### src/rtl/decode_dispatch_ctrl_pkg.sv
// Shared decode typedefs and constants for the decode/dispatch front end.
package decode_dispatch_ctrl_pkg;

  localparam int unsigned DECODE_WIDTH = 4;

  typedef logic [2:0] slot_cnt_t;

  typedef struct packed {
    logic [31:0] pc;
    logic [31:0] instr;
  } DECODE_REQUIRE;

  typedef struct packed {
    DECODE_REQUIRE req;
    logic [5:0]    rob_tag;
  } ISSUE_QUEUE_ELEMENT;

  typedef enum logic {
    EMPTY = 1'b0,
    HOLD  = 1'b1
  } dispatch_state_t;

endpackage

### src/rtl/decode_dispatch_ctrl_lane_compactor.sv
// Packs the valid lanes of a fetch bundle down to lane 0, preserving lane order.
module lane_compactor
  import decode_dispatch_ctrl_pkg::*;
(
  input  logic [3:0]          mask,
  input  DECODE_REQUIRE [3:0] bundle,
  output DECODE_REQUIRE [3:0] compacted,
  output slot_cnt_t           count
);

  slot_cnt_t k;

  always_comb begin
    compacted = '0;
    k         = '0;
    for (int unsigned i = 0; i < DECODE_WIDTH; i++) begin
      if (mask[i]) begin
        compacted[k[1:0]] = bundle[i];
        k = k + 3'd1;
      end
    end
    count = k;
  end

endmodule

### src/rtl/decode_dispatch_ctrl.sv
// Single-bundle buffer in front of the 4-wide decoders; meters pushes into the
// issue queue by its free space and shifts undispatched lanes down.
module decode_dispatch_ctrl
  import decode_dispatch_ctrl_pkg::*;
#(
  parameter int unsigned LANES       = 4,
  parameter int unsigned STALL_CNT_W = 32
) (
  input  logic                      clk,
  input  logic                      rst_n,
  input  logic                      fetch_valid,
  input  logic [LANES-1:0]          fetch_mask,
  input  DECODE_REQUIRE [LANES-1:0] fetch_bundle,
  output logic                      fetch_ready,
  input  logic                      flush,
  output DECODE_REQUIRE [LANES-1:0] decode_require,
  output logic [LANES-1:0]          decode_lane_valid,
  input  logic [2:0]                iq_size_left,
  output logic [2:0]                issue_queue_push_number,
  output logic [STALL_CNT_W-1:0]    stall_cycles
);

  DECODE_REQUIRE [LANES-1:0] buf_q, buf_n, compacted;
  slot_cnt_t                 cnt_q, cnt_n, fetch_cnt, space, push;
  dispatch_state_t           state_q, state_n;
  logic                      accept;

  lane_compactor u_compactor (
    .mask      (fetch_mask),
    .bundle    (fetch_bundle),
    .compacted (compacted),
    .count     (fetch_cnt)
  );

  always_comb begin
    space       = (iq_size_left > 3'd4) ? 3'd4 : iq_size_left;
    push        = flush ? '0 : ((cnt_q < space) ? cnt_q : space);
    // Ready as soon as the held entries fully drain this cycle.
    fetch_ready = !flush && (cnt_q == push);
    accept      = fetch_valid && fetch_ready;

    issue_queue_push_number = push;
    decode_require          = buf_q;
    for (int unsigned i = 0; i < LANES; i++) begin
      decode_lane_valid[i] = (i < 32'(cnt_q));
    end
  end

  always_comb begin
    int unsigned src;
    src     = 0;
    buf_n   = buf_q;
    cnt_n   = cnt_q;
    state_n = state_q;
    if (flush) begin
      buf_n = '0;
      cnt_n = '0;
    end else if (accept) begin
      buf_n = compacted;
      cnt_n = fetch_cnt;
    end else begin
      case (state_q)
        HOLD: begin
          for (int unsigned j = 0; j < LANES; j++) begin
            src      = j + 32'(push);
            buf_n[j] = (src < LANES) ? buf_q[src[1:0]] : '0;
          end
          cnt_n = cnt_q - push;
        end
        default: ;
      endcase
    end
    state_n = (cnt_n == '0) ? EMPTY : HOLD;
  end

  always_ff @(posedge clk or negedge rst_n) begin
    if (!rst_n) begin
      state_q      <= EMPTY;
      cnt_q        <= '0;
      buf_q        <= '0;
      stall_cycles <= '0;
    end else begin
      state_q <= state_n;
      cnt_q   <= cnt_n;
      buf_q   <= buf_n;
      if ((cnt_q != '0) && (push == '0) && !flush && (stall_cycles != '1)) begin
        stall_cycles <= stall_cycles + STALL_CNT_W'(1);
      end
    end
  end

  a_push_le_cnt: assert property (@(posedge clk) disable iff (!rst_n) push <= cnt_q);
  a_cnt_le_4:    assert property (@(posedge clk) disable iff (!rst_n) cnt_q <= 3'd4);
  a_valid_contig: assert property (@(posedge clk) disable iff (!rst_n)
    ((decode_lane_valid + 4'd1) & decode_lane_valid) == 4'd0);
  a_state_cnt:   assert property (@(posedge clk) disable iff (!rst_n)
    (state_q == EMPTY) == (cnt_q == '0));

endmodule

### config.mk
export PLATFORM = sky130hd
export DESIGN_NAME = decode_dispatch_ctrl
export DESIGN_NICKNAME = d
export VERILOG_FILES = /design/src/rtl/decode_dispatch_ctrl_pkg.sv /design/src/rtl/decode_dispatch_ctrl_lane_compactor.sv /design/src/rtl/decode_dispatch_ctrl.sv
export SDC_FILE = /design/constraint.sdc
export NUM_CORES = 1
export LEC_CHECK = 0
export CORE_UTILIZATION = 30
export CTS_CLUSTER_DIAMETER = 40
export DETAILED_ROUTE_END_ITERATION = 7
export DONT_BUFFER_PORTS = 1
export GPL_TIMING_DRIVEN = 0
export PLACE_DENSITY = 0.45
export SKIP_CTS_REPAIR_TIMING = 1
export SYNTH_ARGS = -nofsm -noshare
export SYNTH_HDL_FRONTEND = slang
export SYNTH_SLANG_ARGS = --single-unit
### constraint.sdc
create_clock -name clk -period 3.81 [get_ports clk]
set_input_delay 0.5715 -clock clk [delete_from_list [all_inputs] [get_ports clk]]
set_output_delay 0.5715 -clock clk [all_outputs]
set_load 0.01 [all_outputs]
## Word level (Yosys, flattened, before mapping)

Cells that the tools add are included.

| storage, ports and cells | value |
|---|---|
| bits in registers | 292 |
| output and inout port bits | 296 |
| bits of input ports | 267 |
| word-level logic and storage cells | 93 |

| cells by class | value |
|---|---|
| $add $sub $neg | 8 |
| mux-type cells | 39 |
| reduce and logical (&&, ||, !) cells | 13 |
| eq/ne operators | 2 |
| $lt $le $gt $ge | 20 |

Operator list:

| cell | number |
|---|---|
| 2-to-1 mux 256 bit | 6 |
| bitwise mux 256 bit | 3 |
| 2-to-1 mux 64 bit | 12 |
| binary-select mux 64 bit (select 2 bit) | 4 |
| demux 64 bit (select 2 bit) | 3 |
| adder 32 x 1 -> 32 bit (second input constant) | 1 |
| != test 32 bit (second input constant) | 1 |
| 2-to-1 mux 3 bit | 9 |
| less-than comparator 2 x 3 -> 1 bit (second input constant) | 6 |
| less-than comparator 4 x 3 -> 1 bit (second input constant) | 3 |
| adder 2 x 3 -> 4 bit (first input constant) | 2 |
| logical AND 1 bit | 8 |
| adder 3 x 1 -> 3 bit (second input constant) | 2 |
| logical NOT 3 bit | 2 |
| less-than comparator 1 x 3 -> 1 bit (first input constant) | 2 |
| less-than comparator 2 x 3 -> 1 bit (first input constant) | 2 |
| nonzero test 3 bit | 2 |
| adder 1 x 3 -> 4 bit (first input constant) | 1 |
| greater-or-equal comparator 2 x 1 -> 1 bit (second input constant) | 2 |
| == test 3 bit | 1 |
| > comparator 3 bit (second input constant) | 1 |
| less-than comparator 1 x 3 -> 1 bit (second input constant) | 1 |
| less-than comparator 3 bit | 1 |
| less-than comparator 3 bit (second input constant) | 1 |
| other kinds (5) | 6 |

## Longest topological paths before layout

Gate-level depths: netlist (run 1).

| depth | value |
|---|---|
| depth after elaboration | 13 |
| gate-level depth with buffers | 17 |

## Modules after synthesis

A second synthesis (run 1) with hierarchy kept.

| unflattened totals | value |
|---|---|
| cell total of the unflattened synthesis | 2742 |
| area, all modules | 25846.0 µm² |

By module, submodules not included:

| module | area an instance (µm²) | cells each | times used | sequential area each (µm²) |
|---|---|---|---|---|
| decode_dispatch_ctrl | 19551.3 | 1892 | 1 | 7307.0 |
| lane_compactor | 6294.8 | 850 | 1 | 0.0 |

## Worst setup path after synthesis (run 1)

OpenSTA, ideal clock, no wires.

| path | value |
|---|---|
| path kind | input to register |
| start point | input iq_size_left[2] |
| end point | register buf_q, in the netlist decode_require[100] |
| path buffers | 5 |
| data arrival time | 4.161 ns |
| stages | 15 |
| setup slack | -0.493 ns |
| path through | inv_1 -> ha_1 -> a21oi_1 -> o2111ai_1 -> o21a_1 -> inv_1 -> clkbuf_1 -> clkbuf_1 -> ha_1 -> clkbuf_1 -> clkbuf_1 -> nor2_1 -> o2111ai_1 -> clkbuf_1 -> o221ai_1 |

| between the ends | value |
|---|---|
| word-level cells in the longest chain between the ends | 12 |
| elaborated cells on any way between the ends | 17 |
| classes of those cells | 1 x add/sub; 3 x order compare; 1 x eq/ne; 9 x mux; 3 x reduce/logical |

RTL lines:

| item | RTL line | text |
|---|---|---|
| from (decl) | decode_dispatch_ctrl.sv:18 | `input logic [2:0] iq_size_left,` |
| > comparator 3 bit | decode_dispatch_ctrl.sv:36 | `space = (iq_size_left > 3'd4) ? 3'd4 : iq_size_left;` |
| 2-to-1 mux 3 bit (*) | decode_dispatch_ctrl.sv:36 |  |
| less-than comparator 3 bit | decode_dispatch_ctrl.sv:37 | `push = flush ? '0 : ((cnt_q < space) ? cnt_q : space);` |
| 2-to-1 mux 3 bit (*) (2 in series) | decode_dispatch_ctrl.sv:37 |  |
| net issue_queue_push_number[1] | decode_dispatch_ctrl.sv:19 | `output logic [2:0] issue_queue_push_number,` |
| parallel branches: the longest is 7 deep, another holds adder 1 x 3 -> 4 bit | n/a |  |
| to (signal assigned) | decode_dispatch_ctrl.sv:85 | `buf_q <= buf_n;` |
| to (decl) | decode_dispatch_ctrl.sv:23 | `DECODE_REQUIRE [LANES-1:0] buf_q, buf_n, compacted;` |

Mark *: on every way through the listed nets, which the timed path passes. The select of a mux whose other input is x is not followed.
A chain may end at the register's enable or synchronous reset.

## Worst setup path after layout (run 1)

| path | value |
|---|---|
| start point | register cnt_q[2] |
| end point | register buf_q, in the netlist decode_require[123] |

| between the ends | value |
|---|---|
| word-level cells in the longest chain between the ends | 10 |
| elaborated cells on any way between the ends | 15 |
| classes of those cells | 1 x add/sub; 2 x order compare; 1 x eq/ne; 8 x mux; 3 x reduce/logical |

RTL lines:

| item | RTL line | text |
|---|---|---|
| from (decl) | decode_dispatch_ctrl.sv:24 | `slot_cnt_t cnt_q, cnt_n, fetch_cnt, space, push;` |
| from (signal assigned) | decode_dispatch_ctrl.sv:84 | `cnt_q <= cnt_n;` |
| less-than comparator 3 bit (*) | decode_dispatch_ctrl.sv:37 |  |
| 2-to-1 mux 3 bit (*) (2 in series) | decode_dispatch_ctrl.sv:37 |  |
| net issue_queue_push_number[1] | decode_dispatch_ctrl.sv:19 |  |
| parallel branches: the longest is 7 deep, another holds adder 1 x 3 -> 4 bit | n/a |  |

Marks and branches as above.

==> impl_results.md, run 1 <==
- # nets final: 2,737
- Register area: 7310 sq um
- Initial antenna violation count: 14
- CTS buffer count: 83
- Switching pwr: 9.07 mW
- Synthesized area: 22,000 sq um
- Final period utilization: 97.7%
- Slew Limit Fails: 11
- Sequential area share after synthesis: 33.3%
- Yosys reg bits: 292
- DR iter-0 viols: 3,114
- Clk_skew: 0.0274 ns
- Layout cell share with drive strength beyond 1: 18.0%
- Rel. slew slack: -1.78%
- Routed WL: 127 mm
- CTS root buf: clkbuf_16
- Number of routed nets with antenna violations: 0
- Dpl hpwl: 90.5 mm
- R2R Setup Slk: 0.09 ns
- Setup Viol. Count Final: 0
- TritonCTS Sinks: 292
- Worst Path Arrival: 4.22 ns
- Mux contribution to synthesized area: 13.1%
- Post-synthesis cell count: 2,345
- Commonest non-fill, non-tap cell in the layout: dfrtp_1
- GRT overflow: 0
- CORE AREA: 72,000 sq um
- Synth unique cells: 55
- Buffers & Inverters on Critical Path: 7
- Leading cell types in the layout, fill and taps excluded: dfrtp_1, a221oi_1, clkbuf_1
- Largest net degree at the start of global routing: 293
- Clock Path Buffers: 3
- Primary FF master, synth: dfrtp_1
- Status: finished, violations left
- Synth warn: 0
- Reg2reg end: decode_require[123]
- Global-route wire length before repair: 180 mm
- Comb power frac: 39.0%
- Met2 GRT Util: 51.0%
- Met1 usage: 41.9%
- Worst VDD drop: 342 uV
- Worst r2r src: cnt_q[2]
- Post-Layout Cell Count: 3,474
- Number of synthesized flops with an enable pin: 0
- DR vias: 24.5k
- Total track usage: 33.1%
- DIE HEIGHT: 273 um
- Synthesis-to-layout area growth: 21.8%
- Post-synth ARST share: 100%
- Met3 global-route usage: 10.3%
- Crit path cell chain: ha_2 > a21o_4 > a31oi_2 > o21a_4 > inv_2 > buf_8 > buf_12 > ha_4 > buf_4 > buf_6 > nor2_1 > o2111ai_4 > buf_12 > clkbuf_4 > o221ai_1
- Die area: 74,300 sq um
- Reg2reg path depth: 15
- Slew @ Worst Pin: 1.53 ns
- Avg Inst Size Synth: 9.37 sq um
- Post-route minimum period: 3.72 ns
- Synthesized Nets: 2,626
- Slowest-stage cell, CP: dfrtp_2
- Clk slew on worst S/H paths: 0.05 ns
- Critical path peak fanout: 11
- Die width: 273 um
- Count of input and output buffers: 0
- Leakage: 9.87 nW
- Final hold violation count: 292
- Drt pass-1 iters: 8
- Worst Hold Class: input port to asynchronous set/reset pin
- Setup crit start kind: flip-flop
- Vias in the first global route: 24.2k
- Hold_ws: -0.322 ns
- Peak Freq: 269 MHz
- WS Path Type: flip-flop to flip-flop
- WL per Instance: 36.7 um
- Worst Setup SP: cnt_q[2]
- Synth Area in Simple Gates: 14.0%
- Setup crit end kind: flip-flop
- CP delay by family, top: buffers and inverters
- Switching fraction of total power: 43.1%
- P per Cell Area: 786 nW/um^2
- Max Cap Viol: 1
- Failing checks: hold timing, capacitance limit, slew limit
- I/O pin count: 563
- DP Area: 23,300 sq um
- Seq pwr share: 26.1%
- Placed cells: 3,300
- Adder-Cell Fraction of Synth Area: 0.831%
- Drt via density: 7.06
- H-tree levels: 3
- Fin area: 26,800 sq um
- Starting density of the core: 30.5%
- Internal cell power: 12.0 mW
- Routability cong.: 0.950
- Crit path depth: 15
- Cell with the most instances on the worst path: buf_12
- Main combinational cell family by area after synthesis: compound AO/OA/AOI/OAI gates
- Row count: 98
- Complex-gate fraction of the synthesized area: 30.7%
- GRT busiest layer: met2
- TritonCTS clock tree: built
- Synth Area in XOR/XNOR: 1.43%
- WP data required: 4.30 ns
- Critical Path Sink: decode_require[123]
- # DRC: 0
- Multi-input logic area: 13,400 sq um
- Clock Latency Late Sink: 0.62 ns
- Max incr delay on CP: 0.45 ns
- Clock share of power: 34.9%
- Filler instances: 7,234
through the flow:
step	TNS (ns)	setup WS [ns]	power [mW]	hold WS [ns]	utilization, %
2_1_floorplan	0	0.00664	9.94	0.276	-
3_3_place_gp	-485.67	-2.81	13.0	0.290	32.2
3_5_place_dp	-466.79	-2.83	13.1	0.286	32.3
4_1_cts	-421.52	-2.69	20.5	-0.361	36.3
5_1_grt	-0.148	-0.0343	21.8	-0.348	37.2
6_report	0	0.0876	21.0	-0.322	37.2
Yosys cell counts (2+ instances only):
cell,count,area share (%)
dfrtp_1,292,33
a221oi_1,253,10
clkbuf_1,243,4.2
nor2_1,146,2.5
nand3_1,140,3.2
o21ai_0,132,3.0
a221o_1,129,5.9
mux4_2,126,13
nand2_1,103,1.8
inv_1,80,1.4
nor3_1,71,1.6
o211ai_1,69,2.4
a21oi_1,68,1.5
a211oi_1,65,2.2
a22oi_1,64,2.2
o221ai_1,64,2.6
nor2b_1,63,1.8
nor4_1,63,1.8
buf_2,28,0.64
xnor2_1,28,1.1
buf_1,20,0.34
ha_1,13,0.74
and3_1,12,0.34
nand4_1,12,0.34
and2_1,11,0.31
xor2_1,6,0.24
nand2b_1,4,0.11
a31oi_1,3,0.085
o211a_1,3,0.14
o311ai_0,3,0.12
and4_1,2,0.080
buf_4,2,0.068
mux2_2,2,0.10
mux2i_1,2,0.091
o2111ai_1,2,0.080
or3b_2,2,0.080
how the worst min path moves through the flow:
stage                     startpoint  slack [ns]                  to
after floorplan                rst_n        0.28            cnt_q[0]
after global placement         rst_n        0.29  decode_require[17]
after detailed placement       rst_n        0.29  decode_require[17]
after CTS                      rst_n       -0.36  decode_require[17]
after global routing           rst_n       -0.35  decode_require[17]
final                          rst_n       -0.32  decode_require[16]
area by class of cell:
cell class | count | area share [%]
Buffer | 291 | 5.16
Clock buffer | 101 | 8.46
Tap cell | 950 | 4.44
Antenna cell | 6 | 0.0561
Multi-Input combinational cell | 1679 | 49.9
Inverter | 82 | 1.16
Timing Repair Buffer | 27 | 1.18
Sequential cell | 292 | 27.3
Clock inverter | 46 | 2.31
power groups by stage:
stage | clock [mW] | combinational, mW | sequential (mW)
finish | 7.34 | 8.20 | 5.49
detailed placement | 0 | 7.61 | 5.49
CTS | 7.38 | 7.65 | 5.44
global route | 7.54 | 8.66 | 5.56
global placement | 0 | 7.49 | 5.46
floorplan | 0 | 5.14 | 4.79
worst reg2reg max path: stages (launching register included):
cell and delay, ns:
dfrtp_2 0.45, ha_2 0.37, a21o_4 0.25, a31oi_2 0.22
o21a_4 0.21, inv_2 0.10, buf_8 0.18, buf_12 0.18
ha_4 0.18, buf_4 0.20, buf_6 0.19, nor2_1 0.20
o2111ai_4 0.16, buf_12 0.22, clkbuf_4 0.23, o221ai_1 0.29
per-layer routing:
layer	vias up	wire length, um
met5	-	58
met4	10	6250
met1	12500	49400
met3	369	14000
li1	9814	-
met2	1829	57700
flip-flops by register name, summed over array words and instances, names as in the netlist:
signal and count:
cnt_q 3, stall_cycles 32, state_q 1, decode_require 256
cell families (layout without fill, tap and decap cells):
| kind of cell | count (synthesis) | after routing |
|---|---|---|
| AND/OR/NAND/NOR | 633 | 634 |
| other | 0 | 6 |
| AO/OA/AOI/OAI | 866 | 866 |
| multiplexers | 130 | 130 |
| buffers and inverters | 375 | 547 |
| XOR/XNOR | 35 | 35 |
| flip-flops | 292 | 292 |
| adder cells (fa/ha/maj) | 14 | 14 |
(Power assumes the default switching activity.)
==> run 2: changes to the inputs <==
--- a/config.mk
+++ b/config.mk
@@ -5,12 +5,14 @@
 export SDC_FILE = /design/constraint.sdc
 export NUM_CORES = 1
 export LEC_CHECK = 0
+export CORE_MARGIN = 2
 export CORE_UTILIZATION = 30
 export CTS_CLUSTER_DIAMETER = 40
 export DETAILED_ROUTE_END_ITERATION = 7
 export DONT_BUFFER_PORTS = 1
 export GPL_TIMING_DRIVEN = 0
 export PLACE_DENSITY = 0.45
+export REMOVE_ABC_BUFFERS = 1
 export SKIP_CTS_REPAIR_TIMING = 1
 export SYNTH_ARGS = -nofsm -noshare
 export SYNTH_HDL_FRONTEND = slang
==> run 2 against run 1 <==
The flow finishes with violations (hold timing). Critical path depth stayed put. Flip-flop and latch count did not move. Power up 3.3%. Global-route usage shrank 3.4 points. Count of clock-buffer cells in the layout is 13 higher. Final area rose by 3.2%. Core utilization up 0.79 points. Via count shrank 2.5%. Highest routed layer is now met4. Hold slack worse by 0.011 ns. Combinational power is 9.3% higher. Largest cell class unchanged.
==> impl_results.md, run 2 (synthesized netlist as in run 1, its figures left out) <==
- Global-route wire length before repair: 166 mm (-7.8%)
- Dpl hpwl: 71.7 mm (-21%)
- P per Cell Area: 787 nW/um^2 (+0.12%)
- Reg2reg end: decode_require[146]
- Final period utilization: 98.4% (+0.70 points)
- # nets final: 2,553 (-6.7%)
- Drt pass-1 iters: 7 (-1)
- Routability cong.: 0.815 (-14%)
- Switching pwr: 9.14 mW (+0.82%)
- Clock Latency Late Sink: 0.63 ns (about the same)
- Number of flip-flops in the largest register: 256 (unchanged)
- DR vias: 23.9k (-2.5%)
- Post-route minimum period: 3.75 ns (+0.0266 ns)
- Worst r2r src: cnt_q[2]
- DR iter-0 viols: 2,585 (-17%)
- DIE HEIGHT: 275 um (+0.73%)
- DP Area: 23,900 sq um (+2.7%)
- Seq pwr share: 25.1% (-1.0 points)
- Drt via density: 7.25 (+2.6%)
- H-tree levels: 3 (unchanged)
- Initial antenna violation count: 2 (-12)
- Worst VDD drop: 414 uV (+21%)
- Leakage: 10.1 nW (+2.7%)
- Failing checks: hold timing
- Count of input and output buffers: 0 (unchanged)
- TritonCTS Sinks: 292 (unchanged)
- Clock Path Buffers: 3 (unchanged)
- Starting density of the core: 30.2% (-0.31 points)
- WP data required: 4.34 ns (+0.04 ns)
- Number of routed nets with antenna violations: 0 (unchanged)
- Pre-CTS setup slack: -1.38 ns (+1.45 ns)
- Post-layout util: 38.0% (+0.79 points)
- PnR worst setup slack: 0.0610 ns (-0.0266 ns)
- Internal cell power: 12.6 mW (+5.1%)
- Met1 WL: 45.1 mm (-8.7%)
- Peak Freq: 267 MHz (-0.71%)
- Leading cell types in the layout, fill and taps excluded: dfrtp_1, a221oi_1, nor2_1
- Die width: 275 um (+0.73%)
- TritonCTS clock tree: built
- Clk_skew: 0.0370 ns (+0.00957 ns)
- Fin area: 27,600 sq um (+3.2%)
- CTS root buf: clkbuf_16
- Final hold violation count: 292 (unchanged)
- Met3 Wirelength: 14.8 mm (+5.5%)
- Clk slew on worst S/H paths: 0.04 ns (about the same)
- Switching fraction of total power: 42.1% (-1.0 points)
- Setup Viol. Count Final: 0 (unchanged)
- Row count: 99 (+1.0%)
- WL met2: 59.2 mm (+2.6%)
- Max layer used: met4
- Status: finished, violations left
- WL per Instance: 37.9 um (+3.4%)
- CORE AREA: 72,700 sq um (+1.0%)
- Hold_ws: -0.333 ns (-0.0110 ns)
- Slew Limit Fails: 0 (-11)
- Layout cell share with drive strength beyond 1: 19.1% (+1.1 points)
- Routed WL: 125 mm (-1.7%)
- Max Cap Viol: 0 (-1)
- Worst Hold Class: input port to asynchronous set/reset pin
- Vias in the first global route: 23.2k (-3.9%)
- Slew @ Worst Pin: 1.40 ns (-0.123 ns)
- Critical path peak fanout: 18 (+7)
- Synthesis-to-layout area growth: 25.7%
- Rel. slew slack: 6.40% (+8.2 points)
- Total track usage: 29.7% (-3.4 points)
- Die area: 75,400 sq um (+1.5%)
- Worst Path Arrival: 4.27 ns (+0.05 ns)
- # DRC: 0 (unchanged)
- Comb power frac: 41.2% (+2.2 points)
- WS Path Type: flip-flop to flip-flop
- Reg2reg path depth: 15 (unchanged)
- R2R Setup Slk: 0.06 ns (-0.03 ns)
- Largest net degree at the start of global routing: 293 (unchanged)
- Setup crit end kind: flip-flop
- GRT overflow: 0 (unchanged)
- Clock share of power: 33.7% (-1.2 points)
- Setup crit start kind: flip-flop
- CTS buffer count: 82 (-1.2%)
- Commonest non-fill, non-tap cell in the layout: dfrtp_1
- I/O pin count: 563 (unchanged)
- Fin Setup TNS: 0 ns (unchanged)
-- run 2: worst max path at each step --
| stage | from | endpoint | cells after the start |
|---|---|---|---|
| floorplan | iq_size_left[2] | decode_require[127] | 10 |
| global placement | iq_size_left[2] | decode_require[77] | 10 |
| detailed placement | iq_size_left[2] | decode_require[187] | 14 |
| CTS | cnt_q[1] | decode_require[135] | 12 |
| global route | cnt_q[2] | decode_require[156] | 15 |
| finish | cnt_q[2] | decode_require[146] | 15 |
-- run 2: layer usage --
layer	track usage, %	vias to the layer above
met4	15.2	0
li1	-	9455
met3	8.67	470
met2	48.2	1850
met5	0	-
met1	35.7	12100
-- run 2: final cells by class --
type / count / area, sq um
fillers: 7102 / 45100
multi-input cells: 1686 / 13500
flip-flops and latches: 292 / 7310
clock buffers: 114 / 2380
repair buffers: 127 / 2280
well taps: 959 / 1200
clock inverters: 38 / 538
inverters: 82 / 353
repair inverters: 1 / 11.3
diodes: 2 / 5.00
-- run 2: power by group through the flow --
stage                     Sequential, mW  Combinational [mW]  Clock (mW)
after floorplan                     4.76                5.09           0
after global placement              4.94                6.84           0
after detailed placement            5.43                7.98           0
after CTS                           5.40                8.00        7.39
after global routing                5.54                9.36        7.57
final                               5.45                8.96        7.31
-- run 2: critical path, cell delays in order, from the launching register on --
cell	delay (ns)
dfrtp_2	0.49
ha_2	0.42
nor2_1	0.10
o311ai_4	0.26
buf_6	0.18
buf_12	0.16
buf_16	0.16
clkinv_16	0.11
xnor2_4	0.20
buf_4	0.17
a211oi_4	0.25
buf_4	0.17
buf_16	0.17
and3_4	0.35
buf_16	0.21
a221o_1	0.17
-- run 2: metrics by stage --
step	instances	total power, mW
3_3_place_gp	3011	11.8
4_1_cts	3245	20.8
3_5_place_dp	3093	13.4
5_1_grt	3300	22.5
2_1_floorplan	2052	9.85
6_report	3301	21.7
